<file path="config.mk">
export PLATFORM = sky130hd
export DESIGN_NAME = count_uart_tx
export DESIGN_NICKNAME = d
export VERILOG_FILES = /design/src/rtl/hello_world_pkg.sv /design/src/rtl/count_uart_tx_baud_tick_gen.sv /design/src/rtl/count_uart_tx.sv
export SDC_FILE = /design/constraint.sdc
export NUM_CORES = 1
export LEC_CHECK = 0
export CORE_MARGIN = 2
export CORE_UTILIZATION = 30
export DETAILED_ROUTE_END_ITERATION = 16
export PLACE_DENSITY = 0.48
export SYNTH_ARGS = -nofsm -noshare
export SYNTH_HDL_FRONTEND = slang
export SYNTH_SLANG_ARGS = --single-unit
</file>
<file path="constraint.sdc">
create_clock -name clk -period 2.15 [get_ports clk]
set_clock_uncertainty 0.1 [all_clocks]
set_input_delay 0.43 -clock clk [delete_from_list [all_inputs] [get_ports clk]]
set_output_delay 0.43 -clock clk [all_outputs]
set_load 0.005 [all_outputs]
</file>
<file path="src/rtl/hello_world_pkg.sv">
// Shared types and helpers for the count_uart_tx transmitter.
// COUNT_UART_TX_PARITY_EN adds the PARITY state to the encoding.
package hello_world_pkg;

    localparam int unsigned UART_DATA_BITS = 8;

`ifdef COUNT_UART_TX_PARITY_EN
    typedef enum logic [2:0] {
        IDLE,
        START,
        DATA,
        PARITY,
        STOP
    } tx_state_t;
`else
    typedef enum logic [1:0] {
        IDLE,
        START,
        DATA,
        STOP
    } tx_state_t;
`endif

    // Clock cycles occupied by one frame, from the falling start edge to the end of the last stop bit.
    function automatic int unsigned frame_cycles(int unsigned clks_per_bit,
                                                 int unsigned stop_bits,
                                                 int unsigned parity);
        return (1 + UART_DATA_BITS + parity + stop_bits) * clks_per_bit;
    endfunction

endpackage

</file>
<file path="src/rtl/count_uart_tx_baud_tick_gen.sv">
// Baud-rate tick generator: a 0..CLKS_PER_BIT-1 counter whose wrap marks a bit boundary.
module baud_tick_gen #(
    parameter int unsigned CLKS_PER_BIT = 16
) (
    input  logic clk,
    input  logic rst_n,
    input  logic clear,
    output logic tick
);

    localparam int unsigned CntW = (CLKS_PER_BIT > 1) ? $clog2(CLKS_PER_BIT) : 1;
    localparam logic [CntW-1:0] LastCnt = CntW'(CLKS_PER_BIT - 1);

    logic [CntW-1:0] cnt_q;

    assign tick = (cnt_q == LastCnt);

    // Count up and wrap; clear realigns the count so the next bit gets a full period.
    always_ff @(posedge clk) begin
        if (!rst_n || clear) begin
            cnt_q <= '0;
        end else if (tick) begin
            cnt_q <= '0;
        end else begin
            cnt_q <= cnt_q + 1'b1;
        end
    end

endmodule

</file>
<file path="src/rtl/count_uart_tx.sv">
// UART transmitter for the free-running counter byte stream: start, 8 data bits LSB first,
// optional even parity (COUNT_UART_TX_PARITY_EN), then STOP_BITS stop bits.
module count_uart_tx
    import hello_world_pkg::*;
#(
    parameter int unsigned CLKS_PER_BIT = 16,
    parameter int unsigned STOP_BITS    = 1
) (
    input  logic       clk,
    input  logic       rst_n,
    input  logic [7:0] in_data,
    input  logic       in_valid,
    output logic       in_ready,
    output logic       tx,
    output logic       busy
);

    if (STOP_BITS != 1 && STOP_BITS != 2) begin : g_bad_stop_bits
        $error("count_uart_tx: STOP_BITS must be 1 or 2");
    end
    if (CLKS_PER_BIT < 2 || CLKS_PER_BIT > 65535) begin : g_bad_clks_per_bit
        $error("count_uart_tx: CLKS_PER_BIT must be in 2..65535");
    end

    localparam logic [2:0] LastDataBit = 3'(UART_DATA_BITS - 1);
    localparam logic [2:0] LastStopBit = 3'(STOP_BITS - 1);

    tx_state_t  state_q;
    logic [7:0] shift_q;
    logic [2:0] bit_cnt_q;
    logic       tx_q;
    logic       in_ready_q;
    logic       busy_q;
`ifdef COUNT_UART_TX_PARITY_EN
    logic       parity_q;
`endif

    logic handshake;
    logic tick;

    assign handshake = in_valid & in_ready_q;
    assign in_ready  = in_ready_q;
    assign tx        = tx_q;
    assign busy      = busy_q;

    baud_tick_gen #(
        .CLKS_PER_BIT(CLKS_PER_BIT)
    ) u_baud (
        .clk  (clk),
        .rst_n(rst_n),
        .clear(handshake),
        .tick (tick)
    );

    // Frame FSM with registered tx/in_ready/busy; bit_cnt_q is reused to count stop bits.
    always_ff @(posedge clk) begin
        if (!rst_n) begin
            state_q    <= IDLE;
            shift_q    <= '0;
            bit_cnt_q  <= '0;
            tx_q       <= 1'b1;
            in_ready_q <= 1'b1;
            busy_q     <= 1'b0;
`ifdef COUNT_UART_TX_PARITY_EN
            parity_q   <= 1'b0;
`endif
        end else begin
            unique case (state_q)
                IDLE: begin
                    if (handshake) begin
                        state_q    <= START;
                        shift_q    <= in_data;
                        tx_q       <= 1'b0;
                        in_ready_q <= 1'b0;
                        busy_q     <= 1'b1;
`ifdef COUNT_UART_TX_PARITY_EN
                        parity_q   <= ^in_data;
`endif
                    end
                end
                START: begin
                    if (tick) begin
                        state_q <= DATA;
                        tx_q    <= shift_q[0];
                    end
                end
                DATA: begin
                    if (tick) begin
                        // Wraps 7->0 on the last bit, leaving it ready for the stop count.
                        bit_cnt_q <= bit_cnt_q + 3'd1;
                        if (bit_cnt_q == LastDataBit) begin
`ifdef COUNT_UART_TX_PARITY_EN
                            state_q <= PARITY;
                            tx_q    <= parity_q;
`else
                            state_q <= STOP;
                            tx_q    <= 1'b1;
`endif
                        end else begin
                            shift_q <= {1'b0, shift_q[7:1]};
                            tx_q    <= shift_q[1];
                        end
                    end
                end
`ifdef COUNT_UART_TX_PARITY_EN
                PARITY: begin
                    if (tick) begin
                        state_q <= STOP;
                        tx_q    <= 1'b1;
                    end
                end
`endif
                STOP: begin
                    if (tick) begin
                        if (bit_cnt_q == LastStopBit) begin
                            state_q    <= IDLE;
                            bit_cnt_q  <= '0;
                            in_ready_q <= 1'b1;
                            busy_q     <= 1'b0;
                        end else begin
                            bit_cnt_q <= bit_cnt_q + 3'd1;
                        end
                    end
                end
                default: begin
                    state_q    <= IDLE;
                    tx_q       <= 1'b1;
                    in_ready_q <= 1'b1;
                    busy_q     <= 1'b0;
                end
            endcase
        end
    end

endmodule

</file>
==> summary by stage <==
Worst setup path
The register-to-register path setup slack is 0.21 ns. The cell family with the largest share of critical-path delay is flip-flops. The critical path class is register to register.

The kind of start point of the critical path is a register. In this run the critical register-to-register path is captured at tx$_SDFFE_PN1P_. The worst setup path startpoint is state_q[0]$_SDFFE_PN0P_.

The standard cell with the maximum stage delay on the critical path is sky130_fd_sc_hd__dfxtp_1. The largest fanout of any net on the critical path is 11. The number of gates on the worst path with buffers counted is 6. The worst register-to-register path has a depth of 6. The data required time at the worst endpoint is 2.19 ns. The termination of the worst setup path is tx$_SDFFE_PN1P_. Together, buffers and inverters on the worst path number 1. Walking the worst path, the cells encountered are inv_1 > ha_1 > nor2_1 > mux2_2 > o21ai_0 > o311ai_0.

The critical path data arrival time is 1.98 ns. The nature of the critical path endpoint is a register. The worst flop-to-flop path startpoint is state_q[0]$_SDFFE_PN0P_.

For this run, the slowest stage of the critical path takes 0.40 ns.

Placed design
The quantity of I/O buffers inserted on ports is 13. Once detailed placement completed, the half-perimeter wirelength came to 1608 microns. The final weighted congestion in routability-driven placement is 0.6881. The worst setup slack before clock tree synthesis is 0.2169 ns. Counting tap cells, the placed design contains a total of 173 instances.

Clocking
CTS saw 20 sinks. The number of setup buffers added after CTS is 0. The cell at the root of the clock tree is sky130_fd_sc_hd__clkbuf_4. CTS built an H-tree with a depth of 1.

TritonCTS built the clock tree. Clock tree synthesis inserted a total of 3 buffers. Once the clock tree was built, the resizer swapped 0 gates to a different size.

The later pin in the worst-skew pair is clocked with a latency of 0.30 ns. After clock tree synthesis, the flow added hold-fix buffers numbering 0. Counting along the longest clock path gives a buffer depth of 2. The clock transition at the registers of the reported paths is 0.11 ns.

Route
The detailed router placed 849 vias in this run. In the routed design, unresolved DRC markers number 0. The number of vias per cell is 4.824. The number of nets with antenna violations after detailed routing is 0. The wire length after detailed routing is 2169 microns.

The wire length per cell after detailed routing is 12.32 microns. The number of search-and-repair iterations in the first detailed-routing pass is 4. The detailed router finished its first iteration with 15 violations.

Logic synthesis
The share of synthesized area in the top cell type comes to 0.3653. The post-synthesis async set-or-reset flop share is 0. The most used flip-flop cell after synthesis is sky130_fd_sc_hd__dfxtp_1.

The biggest area consumer among synthesized cells is sky130_fd_sc_hd__dfxtp_1. After synthesis, the cell types taking the most area are sky130_fd_sc_hd__dfxtp_1 (37%), sky130_fd_sc_hd__ha_1 (10%), sky130_fd_sc_hd__mux2i_1 (9.1%). The synthesized design contains 0 enable-type register cells. The synthesized netlist net count is 136. The post-synthesis cell count is 116. The share of the yosys chip area belonging to registers is 0.3653.

During synthesis, Yosys emitted a total of 0 warnings. In this run, synthesis produced a sequential element count of 20. The number of library cell types mapped by synthesis is 35. The synthesized netlist occupies a cell area of 1096 sq um. The average cell area after synthesis is 9.449 sq um.

Final layout
Of the cells placed in the final design, the portion with a size suffix greater than 1 is 0.08462. 0 antenna diodes ended up in the layout. The count of cells in the finished layout, fillers not included, comes to 176. Relative to the synthesized area, the layout overhead comes to 18.04%. Counting the fill cells in the layout gives 376. Across the whole layout, storage elements account for 400.4 sq um. The final net count is 152.

The final design utilization is 0.3788. The multi-input combinational cells in the finished layout cover a total of 630.6 sq um.

Pwr
The share of total power dissipated in sequential elements is 0.382. For this design the ratio of total power to cell area is 1070 nW/um^2. VDD sags by at most 0.3834 mV. The overall power consumption is 1.385 mW. The power share of the combinational group is 0.491. The switching component of the power is 0.5160 mW. The internal cell power is 0.8689 mW. The part of the total power dissipated in the clock network is 0.127. The analysis attributes to cell leakage a power of 0.5964 nW. Of the total power, the share spent switching nets is 0.3726.

Die
The die outline width is 64.45 microns. The count of standard-cell rows is 21. The starting density of the core is 0.3209. The y dimension of the die is 64.45 microns. The floorplan step defined a die boundary enclosing 4153 sq um. The core region is 3416 sq um. In this run the count of I/O pins placed on the die edge is 14.

Run status
The flow ran to the end, and the final reports show no timing, DRC or antenna violations.

Run
The max capacitance violation total is 0.

STA
Setup repair after global routing left no endpoint under its margin. For the final routed database, the setup TNS stands at 0 ns. The number of hold violations in the final report is 0. Once routing completed, OpenROAD measured the worst setup slack at 0.2121 ns.

The slew at the pin closest to its max-slew limit is 0.4984 ns. In this run the tightest slew margin relative to its limit is 0.6667. Subtracting the final worst setup slack from the clock period gives 1.938 ns. Dividing the final minimum period by the clock period gives 0.9013. For this run, the top clock speed supported by timing is 516.0 MHz. The count of final max-slew check failures is 0. The count of endpoints failing setup in the final report is 0.

Global route
The global-route usage over all layers is 0.1134. The pin count of the biggest net entering global routing is 16. The remaining global-route overflow is 0. The global-route wire length before repair is 3732 microns. The initial antenna violation count is 0.

The via count of the first global-routing pass is 815.

Hold path
The min-delay analysis places its worst path in the category register to register.
## logic make-up after synthesis
| kind of cell | share of synthesized area |
|---|---|
| xor+xnor | 0.01598 |
| compound gates | 0.1895 |
| mux | 0.1016 |
| buf+inv | 0.05936 |
| simple gates | 0.1655 |
| fa+ha+maj | 0.1027 |
| flops | 0.3653 |
## worst min path at each step
| stage | cells after the start | startpoint | endpoint | slack, ns |
|---|---|---|---|---|
| after CTS | 1 | u_baud.cnt_q[0]$_SDFF_PP0_ | u_baud.cnt_q[0]$_SDFF_PP0_ | 0.37 |
| after global placement | 1 | u_baud.cnt_q[0]$_SDFF_PP0_ | u_baud.cnt_q[0]$_SDFF_PP0_ | 0.33 |
| final | 1 | u_baud.cnt_q[0]$_SDFF_PP0_ | u_baud.cnt_q[0]$_SDFF_PP0_ | 0.37 |
| after floorplan | 1 | u_baud.cnt_q[0]$_SDFF_PP0_ | u_baud.cnt_q[0]$_SDFF_PP0_ | 0.32 |
| after detailed placement | 1 | u_baud.cnt_q[0]$_SDFF_PP0_ | u_baud.cnt_q[0]$_SDFF_PP0_ | 0.35 |
| after global routing | 1 | u_baud.cnt_q[0]$_SDFF_PP0_ | u_baud.cnt_q[0]$_SDFF_PP0_ | 0.40 |
## final cells by class
class	count	share of cell area
Inverter	8	0.02321
Multi-Input combinational cell	83	0.4874
Clock buffer	3	0.01741
Sequential cell	20	0.3095
Tap cell	46	0.04449
Timing Repair Buffer	16	0.1180
## synth_stat cells, types with 2 or more instances
| master | number |
|---|---|
| sky130_fd_sc_hd__buf_6 | 2 |
| sky130_fd_sc_hd__dfxtp_1 | 20 |
| sky130_fd_sc_hd__a21oi_1 | 2 |
| sky130_fd_sc_hd__nand2_1 | 12 |
| sky130_fd_sc_hd__ha_1 | 9 |
| sky130_fd_sc_hd__xor2_1 | 2 |
| sky130_fd_sc_hd__o21ai_0 | 5 |
| sky130_fd_sc_hd__clkbuf_1 | 2 |
| sky130_fd_sc_hd__nand3_1 | 9 |
| sky130_fd_sc_hd__inv_1 | 8 |
| sky130_fd_sc_hd__o211a_1 | 7 |
| sky130_fd_sc_hd__mux2i_1 | 10 |
| sky130_fd_sc_hd__o22ai_1 | 2 |
| sky130_fd_sc_hd__nor2_1 | 5 |
## cells in the final DEF, fill, tap and decap left out, drive strengths merged, types with 5 or more instances in the layout
cell           count
dfxtp             20
nand3             10
clkdlybuf4s50     13
o211a              7
o21ai              5
mux2i             10
ha                 9
nor2               5
nand2             12
inv                8
## flip-flops by register name, summed over array words and instances (netlist names)
signal,count
in_ready,1
busy,1
bit_cnt_q,3
tx,1
u_baud.cnt_q,4
shift_q,8
state_q,2
## per-stage QoR
stage / hold slack, ns / cell area (sq um)
finish: 0.3691 / 1294
global route: 0.4028 / 1294
CTS: 0.3744 / 1294
detailed placement: 0.3466 / 1271
global placement: 0.3313 / 1271
floorplan: 0.3179 / 1096
## layer usage
layer,share of wire,up-vias,global-route usage
met1,0.48,380,0.1552
met4,0.012,0,0.03989
met2,0.46,18,0.1823
met3,0.044,4,0.01563
li1,-,447,-
met5,0,-,0
## power by group through the flow
stage,logic (mW),clock network [mW],registers [mW]
2_1_floorplan,0.540,0,0.525
5_1_grt,0.768,0.205,0.542
3_3_place_gp,0.674,0,0.536
3_5_place_dp,0.683,0,0.539
6_report,0.680,0.175,0.529
4_1_cts,0.686,0.191,0.530
## worst reg2reg max path, delay by kind of cell (launching register included)
kind                     cells  cell delay, ns
AO/OA/AOI/OAI                2            0.28
AND/OR/NAND/NOR              1            0.18
buffers and inverters        1            0.10
multiplexers                 1            0.35
flip-flops                   1            0.40
adder cells (fa/ha/maj)      1            0.38
Note: power is estimated with default switching activity, not from simulation.
